## src/rtl/dmem_store_buffer_pkg.sv

```systemverilog
// Shared types for the data-memory store buffer.
//   mw_t        : core store-size code (none / word / half / byte)
//   state_t     : bus sequencer states
//   sb_entry_t  : one queued store {word address, byte enables, lane data}
//   sb_lanes_t  : byte enables + lane-replicated data for one store
//   sb_encode() : little-endian store-size decode into sb_lanes_t
package mips_mem_pkg;

    localparam int SB_AW = 32;

    typedef enum logic [1:0] {
        MW_NONE = 2'b00,
        MW_WORD = 2'b01,
        MW_HALF = 2'b10,
        MW_BYTE = 2'b11
    } mw_t;

    typedef enum logic [1:0] {
        IDLE,
        WRITE,
        READ
    } state_t;

    typedef struct packed {
        logic [SB_AW-1:0] addr;
        logic [3:0]       be;
        logic [31:0]      wdata;
    } sb_entry_t;

    typedef struct packed {
        logic [3:0]  be;
        logic [31:0] wdata;
    } sb_lanes_t;

    // Data is replicated across every lane it could land in; the byte
    // enables alone select which lanes memory actually writes.
    function automatic sb_lanes_t sb_encode(input mw_t         size,
                                            input logic [1:0]  byte_off,
                                            input logic [31:0] data);
        sb_lanes_t r;
        r.be    = 4'b0000;
        r.wdata = 32'h0;
        unique case (size)
            MW_WORD: begin
                r.be    = 4'b1111;
                r.wdata = data;
            end
            MW_HALF: begin
                r.be    = byte_off[1] ? 4'b1100 : 4'b0011;
                r.wdata = {2{data[15:0]}};
            end
            MW_BYTE: begin
                r.be    = 4'b0001 << byte_off;
                r.wdata = {4{data[7:0]}};
            end
            default: begin
                r.be    = 4'b0000;
                r.wdata = 32'h0;
            end
        endcase
        return r;
    endfunction

endpackage

```

## src/rtl/dmem_store_buffer_if.sv

```systemverilog
// Memory-bus interface between the store buffer (master) and the shared
// memory (slave).
//   mem_req   : request valid          mem_we    : 1 write, 0 read
//   mem_be    : byte enables           mem_addr  : word-aligned address
//   mem_wdata : lane-aligned wdata     mem_ready : accept / read data valid
//   mem_rdata : read data
interface dmem_store_buffer_if #(
    parameter int AW = 32
);
    logic          mem_req;
    logic          mem_we;
    logic [3:0]    mem_be;
    logic [AW-1:0] mem_addr;
    logic [31:0]   mem_wdata;
    logic          mem_ready;
    logic [31:0]   mem_rdata;

    modport master (
        output mem_req, mem_we, mem_be, mem_addr, mem_wdata,
        input  mem_ready, mem_rdata
    );

    modport slave (
        input  mem_req, mem_we, mem_be, mem_addr, mem_wdata,
        output mem_ready, mem_rdata
    );
endinterface

```

## src/rtl/dmem_store_buffer_fifo.sv

```systemverilog
// sb_fifo: DEPTH-entry synchronous FIFO of sb_entry_t.
//   push/wr_data : enqueue (ignored when full)
//   pop/rd_data  : dequeue; rd_data always shows the head entry
//   full/empty/count : occupancy, count in 0..DEPTH
module sb_fifo
    import mips_mem_pkg::*;
#(
    parameter int DEPTH = 4,
    localparam int PW   = $clog2(DEPTH),
    localparam int CW   = PW + 1
) (
    input  logic            clk,
    input  logic            reset,
    input  logic            push,
    input  sb_entry_t       wr_data,
    input  logic            pop,
    output sb_entry_t       rd_data,
    output logic            full,
    output logic            empty,
    output logic [CW-1:0]   count
);

    sb_entry_t     mem [DEPTH];
    logic [PW-1:0] wr_ptr;
    logic [PW-1:0] rd_ptr;
    logic          do_push;
    logic          do_pop;

    assign full    = (count == CW'(DEPTH));
    assign empty   = (count == '0);
    assign do_push = push && !full;
    assign do_pop  = pop && !empty;
    assign rd_data = mem[rd_ptr];

    // NOTE: entry storage has no reset; the pointers and count alone decide
    // which entries are valid, so resetting the array would only add logic.
    always_ff @(posedge clk) begin
        if (do_push) begin
            mem[wr_ptr] <= wr_data;
        end
    end

    // DEPTH is a power of two, so the pointers wrap by natural overflow.
    // NOTE: sequential state uses non-blocking assignments so every register
    // samples pre-edge values regardless of statement order.
    always_ff @(posedge clk) begin
        if (reset) begin
            wr_ptr <= '0;
            rd_ptr <= '0;
            count  <= '0;
        end else begin
            if (do_push) wr_ptr <= wr_ptr + PW'(1);
            if (do_pop)  rd_ptr <= rd_ptr + PW'(1);
            unique case ({do_push, do_pop})
                2'b10:   count <= count + CW'(1);
                2'b01:   count <= count - CW'(1);
                default: count <= count;
            endcase
        end
    end

endmodule

```

## src/rtl/dmem_store_buffer.sv

```systemverilog
// dmem_store_buffer: store FIFO and load sequencer between a single-cycle
// MIPS core and the shared memory bus.
//   clk, reset         : core clock, synchronous active-high reset
//   memwrite           : store size (00 none, 01 word, 10 half, 11 byte)
//   memread            : core executing a load
//   aluout             : byte address from core
//   writedata          : right-justified store data
//   readdata           : full-word load result for the core
//   stall              : freeze PC / register write while high
//   bus (master)       : memory-bus request/response
module dmem_store_buffer
    import mips_mem_pkg::*;
#(
    parameter int DEPTH = 4,
    parameter int AW    = 32
) (
    input  logic                 clk,
    input  logic                 reset,
    input  logic [1:0]           memwrite,
    input  logic                 memread,
    input  logic [AW-1:0]        aluout,
    input  logic [31:0]          writedata,
    output logic [31:0]          readdata,
    output logic                 stall,
    dmem_store_buffer_if.master  bus
);

    localparam int CW = $clog2(DEPTH) + 1;

    state_t        state;
    state_t        next_state;
    logic          load_done;
    logic          load_wait;
    logic          push;
    logic          pop;
    logic          full;
    logic          empty;
    logic [CW-1:0] count;
    sb_entry_t     wr_entry;
    sb_entry_t     head;
    sb_lanes_t     lanes;
    logic          issue_write;
    logic          issue_read;
    logic          read_complete;
    logic          store_req;

    assign store_req = (mw_t'(memwrite) != MW_NONE);
    assign load_wait = memread && !load_done;

    // full reflects occupancy at the start of the cycle, so a drain in the
    // same cycle never makes room for that cycle's store.
    assign stall = !reset && (load_wait || (store_req && full));
    assign push  = !reset && store_req && !full && !load_wait;

    assign lanes          = sb_encode(mw_t'(memwrite), aluout[1:0], writedata);
    assign wr_entry.addr  = SB_AW'({aluout[AW-1:2], 2'b00});
    assign wr_entry.be    = lanes.be;
    assign wr_entry.wdata = lanes.wdata;

    sb_fifo #(
        .DEPTH (DEPTH)
    ) u_fifo (
        .clk     (clk),
        .reset   (reset),
        .push    (push),
        .wr_data (wr_entry),
        .pop     (pop),
        .rd_data (head),
        .full    (full),
        .empty   (empty),
        .count   (count)
    );

    // IDLE issues the request in the same cycle it decides to, so a store
    // reaches the bus the cycle after it is enqueued. Drains win over reads,
    // which keeps loads ordered behind every older store.
    // NOTE: every always_comb output gets a default first so no path can
    // leave a value unassigned and infer a latch.
    always_comb begin
        next_state    = state;
        issue_write   = 1'b0;
        issue_read    = 1'b0;
        pop           = 1'b0;
        read_complete = 1'b0;

        unique case (state)
            IDLE: begin
                if (!empty)         issue_write = 1'b1;
                else if (load_wait) issue_read  = 1'b1;
            end
            WRITE:   issue_write = 1'b1;
            READ:    issue_read  = 1'b1;
            default: next_state  = IDLE;
        endcase

        if (issue_write) begin
            if (bus.mem_ready) begin
                pop        = 1'b1;
                next_state = (count > CW'(1)) ? WRITE : IDLE;
            end else begin
                next_state = WRITE;
            end
        end else if (issue_read) begin
            if (bus.mem_ready) begin
                read_complete = 1'b1;
                next_state    = IDLE;
            end else begin
                next_state = READ;
            end
        end

        // Reset abandons any in-flight request immediately.
        if (reset) begin
            issue_write   = 1'b0;
            issue_read    = 1'b0;
            pop           = 1'b0;
            read_complete = 1'b0;
        end
    end

    always_comb begin
        bus.mem_req   = issue_write || issue_read;
        bus.mem_we    = issue_write;
        bus.mem_be    = 4'b0000;
        bus.mem_addr  = '0;
        bus.mem_wdata = 32'h0;
        if (issue_write) begin
            bus.mem_be    = head.be;
            bus.mem_addr  = AW'(head.addr);
            bus.mem_wdata = head.wdata;
        end else if (issue_read) begin
            bus.mem_be   = 4'b1111;
            bus.mem_addr = {aluout[AW-1:2], 2'b00};
        end
    end

    // load_done is a one-cycle pulse that lets the core commit readdata.
    always_ff @(posedge clk) begin
        if (reset) begin
            state     <= IDLE;
            load_done <= 1'b0;
            readdata  <= 32'h0;
        end else begin
            state     <= next_state;
            load_done <= read_complete;
            if (read_complete) readdata <= bus.mem_rdata;
        end
    end

endmodule
```

## src/flat_wrapper.sv

```systemverilog
// flat-port wrapper written by rule: the top's interface ports become plain ports
module dmem_store_buffer_flat import mips_mem_pkg::*;
#(
    parameter int DEPTH = 4,
    parameter int AW    = 32
)
  (clk, reset, memwrite, memread, aluout, writedata, readdata, stall, bus_mem_req, bus_mem_we, bus_mem_be, bus_mem_addr, bus_mem_wdata, bus_mem_ready, bus_mem_rdata);
  dmem_store_buffer_if #(.AW(AW)) bus_i ();
  input  logic clk;
  input  logic reset;
  input  logic [1:0] memwrite;
  input  logic memread;
  input  logic [AW-1:0] aluout;
  input  logic [31:0] writedata;
  output logic [31:0] readdata;
  output logic stall;
  output wire logic [$bits(bus_i.mem_req)-1:0] bus_mem_req;
  output wire logic [$bits(bus_i.mem_we)-1:0] bus_mem_we;
  output wire logic [$bits(bus_i.mem_be)-1:0] bus_mem_be;
  output wire logic [$bits(bus_i.mem_addr)-1:0] bus_mem_addr;
  output wire logic [$bits(bus_i.mem_wdata)-1:0] bus_mem_wdata;
  input wire logic [$bits(bus_i.mem_ready)-1:0] bus_mem_ready;
  input wire logic [$bits(bus_i.mem_rdata)-1:0] bus_mem_rdata;
  assign bus_mem_req = bus_i.mem_req;
  assign bus_mem_we = bus_i.mem_we;
  assign bus_mem_be = bus_i.mem_be;
  assign bus_mem_addr = bus_i.mem_addr;
  assign bus_mem_wdata = bus_i.mem_wdata;
  assign bus_i.mem_ready = bus_mem_ready;
  assign bus_i.mem_rdata = bus_mem_rdata;
  dmem_store_buffer #(.DEPTH(DEPTH), .AW(AW)) u_core (.clk(clk), .reset(reset), .memwrite(memwrite), .memread(memread), .aluout(aluout), .writedata(writedata), .readdata(readdata), .stall(stall), .bus(bus_i));
endmodule
```

## config.mk

```make
export PLATFORM = sky130hd
export DESIGN_NAME = dmem_store_buffer_flat
export DESIGN_NICKNAME = d
export VERILOG_FILES = /design/src/rtl/dmem_store_buffer_pkg.sv /design/src/rtl/dmem_store_buffer_if.sv /design/src/rtl/dmem_store_buffer_fifo.sv /design/src/rtl/dmem_store_buffer.sv /design/src/flat_wrapper.sv
export SDC_FILE = /design/constraint.sdc
export NUM_CORES = 1
export LEC_CHECK = 0
export BUFFER_PORTS_ARGS = -buffer_cell sky130_fd_sc_hd__buf_2
export CAP_MARGIN = 20
export CORE_MARGIN = 1
export CORE_UTILIZATION = 60
export DETAILED_ROUTE_END_ITERATION = 8
export MAX_ROUTING_LAYER = met4
export PLACE_DENSITY = 0.81
export SETUP_SLACK_MARGIN = 0.2
export SYNTH_ARGS = -nofsm -noshare
export SYNTH_HDL_FRONTEND = slang
export SYNTH_SLANG_ARGS = --single-unit
```

## constraint.sdc

```tcl
create_clock -name clk -period 5.7 [get_ports clk]
set_clock_uncertainty 0.05 [all_clocks]
set_input_delay 0.57 -clock clk [delete_from_list [all_inputs] [get_ports clk]]
set_output_delay 0.57 -clock clk [all_outputs]
set_load 0.005 [all_outputs]
```

==> flow_summary.json, run 1 <==
{
  "powerDensity_nw_per_um2": 360,
  "ys.flop_type": "edfxtp_1",
  "rsz0062_at_grt": "no",
  "grt_max_degree": 67,
  "slew_headroom_pct": 32.5,
  "start_kind": "register",
  "async_flop_share_pct": 0,
  "cp-startpoint": "u_core.u_fifo.count[0]",
  "cp.arrival_ps": 3040,
  "outcome": "finished, final reports clean",
  "synth_cells": 698,
  "dieArea_sq_um": 21600,
  "start_util_pct": 61.7,
  "grt_overflow_total": 0,
  "synth_edf_count": 264,
  "num-fill-cells": 1255,
  "peakVddDrop_mv": 0.227,
  "area_delta_synth_final_pct": 17.7,
  "boundaryPins": 205,
  "yosys_warnings": 0,
  "fin_crit_sh_pct": 64.2,
  "maxCapViolCount": 0,
  "num_rows": 52,
  "r2r_cells": 6,
  "critPathMaxStageDelay_ps": 550,
  "cts_hold_buf": 0,
  "setup_violations": 0,
  "dp_cells": 1132,
  "cp.required_ps": 5080,
  "routabilityCongestion": 0.771,
  "post_cts_buffers": 0,
  "hpwl_um": 14900,
  "die_w_um": 147,
  "layout-drive-gt1-share_pct": 39.9,
  "post_cts_resized": 0,
  "hold_viol_final": 0,
  "antenna_found_initial": 1,
  "cp_slowest_cell": "o21ai_2",
  "avgRoutedWirePerCell_um": 21.1,
  "timing.final.max_slew_violations": 0,
  "r2r-start": "u_core.u_fifo.count[0]",
  "yosysSeqAreaShare_pct": 69.9,
  "hold_path_class": "primary input to register",
  "ys_seq_elements": 308,
  "drc": 0,
  "drt_iter0_drc": 407,
  "via_per_inst": 5.83,
  "cts_made_buffers": 30,
  "finalNonFillerCells": 1191,
  "critPathKind": "register to output pin",
  "cts_root_buf": "clkbuf_16",
  "tns_ps": 0,
  "cts.sinks": 308,
  "crit_end": "bus_mem_addr[17]",
  "min_period_ps": 3660,
  "layout.nets": 1006,
  "cts.path.max_buffers": 3,
  "crit_chain": "inv_1, ha_1, nand2b_1, o21ai_2, buf_4, inv_2, a22o_1, buf_2",
  "die_h_um": 147,
  "avgSynthCellArea_sq_um": 18.1,
  "yosysUniqueCellTypes": 38,
  "htree_levels": 1,
  "grt_use_total_pct": 24.6,
  "tightest_slew_ps": 1010,
  "grt_pass1_wl_um": 38900,
  "cp-end-kind": "output pin",
  "synthesis.area_sq_um": 12600,
  "clock_latency_ps": 530,
  "ant_nets": 0,
  "cts_tree": "done",
  "p_leak_nw": 5.65,
  "r2r-end": "u_core.u_fifo.mem[1][56]",
  "vias": 6938,
  "timing.fmax_mhz": 273,
  "reg2reg_slack_ps": 3140,
  "crit_fanout": 35,
  "core-area_sq_um": 20400,
  "first_pass_iters": 5,
  "routed_wirelength_um": 25100,
  "grt_pass1_vias": 7056,
  "clk_pin_slew_ps": 60,
  "portBuffers": 202
}
-- report_power, final --
part / switching, mW / internal (mW) / total (mW)
Combinational: 0.347 / 0.329 / 0.676
Sequential: 0.0403 / 2.56 / 2.60
Clock: 0.812 / 1.26 / 2.07
-- state kept, by name, summed over array words and instances (netlist names), named ones only --
name / cells
u_core.load_done: 1
u_core.readdata: 32
u_core.state: 2
u_core.u_fifo.count: 3
u_core.u_fifo.mem: 264
u_core.u_fifo.rd_ptr: 2
u_core.u_fifo.wr_ptr: 2
-- layout by cell type, fill, tap and decap left out, types with 24 or more instances in the layout --
| cell | count |
|---|---|
| buf_2 | 202 |
| nor2b_1 | 73 |
| clkbuf_16 | 31 |
| nand2_1 | 29 |
| dfxtp_1 | 42 |
| edfxtp_1 | 264 |
| inv_1 | 24 |
| mux2_4 | 29 |
| a22o_1 | 46 |
| mux4_2 | 66 |
-- worst min-delay path by stage --
stage                             from                     end  slack, ps  depth (start not counted)
4_1_cts               bus_mem_rdata[4]      u_core.readdata[4]        190                          2
3_5_place_dp   u_core.u_fifo.rd_ptr[1]                register        460                          2
3_3_place_gp    u_core.u_fifo.count[2]  u_core.u_fifo.count[2]        450                          2
2_1_floorplan   u_core.u_fifo.count[2]  u_core.u_fifo.count[2]        430                          2
6_report              bus_mem_rdata[8]      u_core.readdata[8]        200                          2
5_1_grt               bus_mem_rdata[4]      u_core.readdata[4]        190                          2
-- synth_stat cells (8+ instances only) --
cell type,number,area (sq um)
edfxtp_1,264,7930
nor2b_1,73,457
mux4_2,66,1490
a22o_1,46,403
dfxtp_1,44,881
mux2_4,29,435
nand2_1,29,109
inv_1,24,90.1
o21ai_0,18,90.1
clkbuf_1,15,56.3
nor2_1,14,52.6
buf_2,11,55.1
ha_1,8,100
-- layout make-up --
cell class | count | area (sq um) | area share, %
repair buffers | 207 | 1070 | 7.20
flip-flops and latches | 308 | 8820 | 59.4
clock inverters | 16 | 211 | 1.42
diodes | 1 | 2.50 | 0.0169
inverters | 25 | 93.8 | 0.632
multi-input cells | 324 | 3470 | 23.4
clock buffers | 40 | 840 | 5.66
well taps | 270 | 338 | 2.28
-- metrics by stage --
step | utilization, % | worst slack, ps | cell area, sq um | hold WS (ps) | power [mW]
6_report | 72.6 | 2040 | 14800 | 200 | 5.35
5_1_grt | 72.6 | 1850 | 14800 | 187 | 5.52
4_1_cts | 72.5 | 1980 | 14800 | 186 | 5.37
3_5_place_dp | 67.3 | 2180 | 13800 | 462 | 3.31
3_3_place_gp | 67.3 | 2310 | 13800 | 452 | 3.29
2_1_floorplan | - | 2390 | 12600 | 430 | 3.07
-- logic make-up (layout without fill, tap and decap cells) --
group / count (synthesis) / count (layout) / share of synthesized area, %
compound gates: 80 / 80 / 4.86
fa+ha+maj: 8 / 8 / 0.794
simple gates: 129 / 129 / 5.71
other cells: 1 / 3 / 0.0297
flops: 308 / 308 / 69.9
xor+xnor: 5 / 5 / 0.347
buf+inv: 67 / 288 / 2.74
mux: 100 / 100 / 15.7
-- per-layer routing --
metal  up-vias  global-route usage (%)  share of wire (%)
met3        32                    3.26                7.0
met1      3507                    35.3                 43
met4         0                    7.22                1.8
met5         -                       -                  0
met2       307                    37.4                 48
li1       3092                       -                  -
-- worst max-delay path: cells and delay by family (launching register included) --
family,cells,cell delay (ps)
compound gates,2,860
fa+ha+maj,1,180
buf+inv,4,950
flops,1,340
simple gates,1,140
Power figures use the tool's default switching activity.
==> run 2, diff against run 1 <==
--- a/config.mk
+++ b/config.mk
@@ -8,10 +8,10 @@
 export BUFFER_PORTS_ARGS = -buffer_cell sky130_fd_sc_hd__buf_2
 export CAP_MARGIN = 20
 export CORE_MARGIN = 1
-export CORE_UTILIZATION = 60
+export CORE_UTILIZATION = 56
 export DETAILED_ROUTE_END_ITERATION = 8
 export MAX_ROUTING_LAYER = met4
-export PLACE_DENSITY = 0.81
+export PLACE_DENSITY = 0.76
 export SETUP_SLACK_MARGIN = 0.2
 export SYNTH_ARGS = -nofsm -noshare
 export SYNTH_HDL_FRONTEND = slang
==> constraint.sdc (replaced) <==
create_clock -name clk -period 3.6 [get_ports clk]
set_clock_uncertainty 0.05 [all_clocks]
set_input_delay 0.36 -clock clk [delete_from_list [all_inputs] [get_ports clk]]
set_output_delay 0.36 -clock clk [all_outputs]
set_load 0.005 [all_outputs]
==> run 2 against run 1 <==
  * The flow now finishes with violations (DRC)
  * Flip-flop and latch count unchanged
  * Sequential share of layout area decreased by 2.2 points
  * Via count increased by 2.4%
  * Design area increased by 3.9%
  * Register-to-register slack got worse by 2100 ps
  * Hold slack got worse by 180 ps
  * Largest power group unchanged
  * Highest routed layer unchanged
==> flow_summary.json, run 2 (synthesis gave the netlist of run 1 again) <==
{
  "outcome": "finished with violations",
  "violations": "DRC",
  "die_h_um": 152,
  "antenna_found_initial": 0,
  "ant_nets": 0,
  "timing.final.max_slew_violations": 0,
  "power_mw": 8.40,
  "setup_violations": 0,
  "timing.fmax_mhz": 346,
  "grt_overflow_total": 0,
  "area_delta_synth_final_pct": 22.3,
  "cp.arrival_ps": 2480,
  "cts.sinks": 308,
  "largest-register": "u_core.u_fifo.mem",
  "hold_path_class": "primary input to register",
  "cts_hold_buf": 49,
  "cp_top_family": "flip-flops",
  "first_pass_iters": 7,
  "layout.nets": 1068,
  "critPathMaxStageDelay_ps": 700,
  "hold_viol_final": 0,
  "peakVddDrop_mv": 0.425,
  "vias": 7105,
  "layout-drive-gt1-share_pct": 38.0,
  "setup_ws_ps": 710,
  "clock_latency_ps": 540,
  "cp_num_buf_inv": 2,
  "drt_iter0_drc": 423,
  "largest_reg_flops": 264,
  "tns_ps": 0,
  "boundaryPins": 205,
  "htree_levels": 1,
  "core-area_sq_um": 22000,
  "slew_headroom_pct": 32.3,
  "portBuffers": 202,
  "cts.path.max_buffers": 3,
  "final_common_cell": "edfxtp_1",
  "start_kind": "register",
  "routabilityCongestion": 0.806,
  "tightest_slew_ps": 1010,
  "post_cts_buffers": 0,
  "critPathKind": "register to output pin",
  "cts_made_buffers": 30,
  "cts_tree": "done",
  "drc": 26,
  "crit_fanout": 26,
  "clk_pin_slew_ps": 60,
  "num_rows": 54,
  "hpwl_um": 16100,
  "die_w_um": 152,
  "powerDensity_nw_per_um2": 545,
  "via_per_inst": 5.63,
  "p_leak_nw": 5.89,
  "start_util_pct": 57.4,
  "reg.largest.list": "u_core.u_fifo.mem: 264 flops, u_core.readdata: 32 flops, u_core.u_fifo.count: 3 flops",
  "pre_cts_ws_ps": 896,
  "grt_use_total_pct": 23.9,
  "cp-end-kind": "output pin",
  "fin_crit_sh_pct": 80.3,
  "grt_max_degree": 67,
  "crit_chain": "buf_4, mux4_2, a22o_1, buf_2",
  "maxCapViolCount": 0,
  "dieArea_sq_um": 23100,
  "n_antenna_cell": 0,
  "layout_common_cells": "264 x edfxtp_1, 202 x buf_2, 73 x nor2b_1, 66 x mux4_2, 49 x dlygate4sd3_1",
  "routed_wirelength_um": 26100,
  "avgRoutedWirePerCell_um": 20.7,
  "rsz0062_at_grt": "no",
  "cp_slowest_cell": "dfxtp_4",
  "grt_pass1_wl_um": 41000,
  "cts_root_buf": "clkbuf_16",
  "cp.required_ps": 3190,
  "min_period_ps": 2890,
  "post_cts_resized": 0,
  "grt_pass1_vias": 7340
}
==> run 2: area by class of cell <==
type | count | area (sq um)
fill | 1405 | 6540
clock inverter | 13 | 170
tap | 280 | 350
inverter | 25 | 93.8
clock buffer | 43 | 835
sequential | 308 | 8820
multi-input combinational | 324 | 3480
timing repair buffer | 269 | 1670
==> run 2: per-layer routing <==
layer / GRT usage (%) / vias to the layer above / wire (um)
li1: - / 3221 / -
met1: 31.5 / 3578 / 11000
met2: 39.2 / 270 / 12900
met3: 3.45 / 36 / 1500
met4: 6.66 / 0 / 620
met5: - / - / 0
==> run 2: power breakdown <==
| part | leakage, nW | internal, mW | switching, mW |
|---|---|---|---|
| clock network | 0.492 | 1.89 | 1.27 |
| logic | 2.63 | 0.568 | 0.547 |
| registers | 2.77 | 4.05 | 0.0741 |
==> run 2: path summary, 6_finish.rpt <==
| check | start | to | slack, ps | cells past startpoint |
|---|---|---|---|---|
| hold / removal | aluout[27] | u_core.u_fifo.mem[2][61] | 20 | 1 |
| setup reg to reg | u_core.u_fifo.count[0] | u_core.u_fifo.mem[3][23] | 1090 | 7 |
| setup / recovery | register | bus_mem_addr[30] | 710 | 4 |
| hold reg to reg | u_core.u_fifo.rd_ptr[1] | u_core.u_fifo.rd_ptr[1] | 490 | 2 |
==> run 2: metrics by stage <==
stage	cell area [sq um]	std cells	hold WS (ps)	util (%)
3_3_place_gp	13900	1157	449	63.4
3_5_place_dp	13900	1157	459	63.4
5_1_grt	15400	1262	8.62	70.2
6_report	15400	1262	16.2	70.2
2_1_floorplan	12600	699	382	-
4_1_cts	15400	1262	0.306	70.2
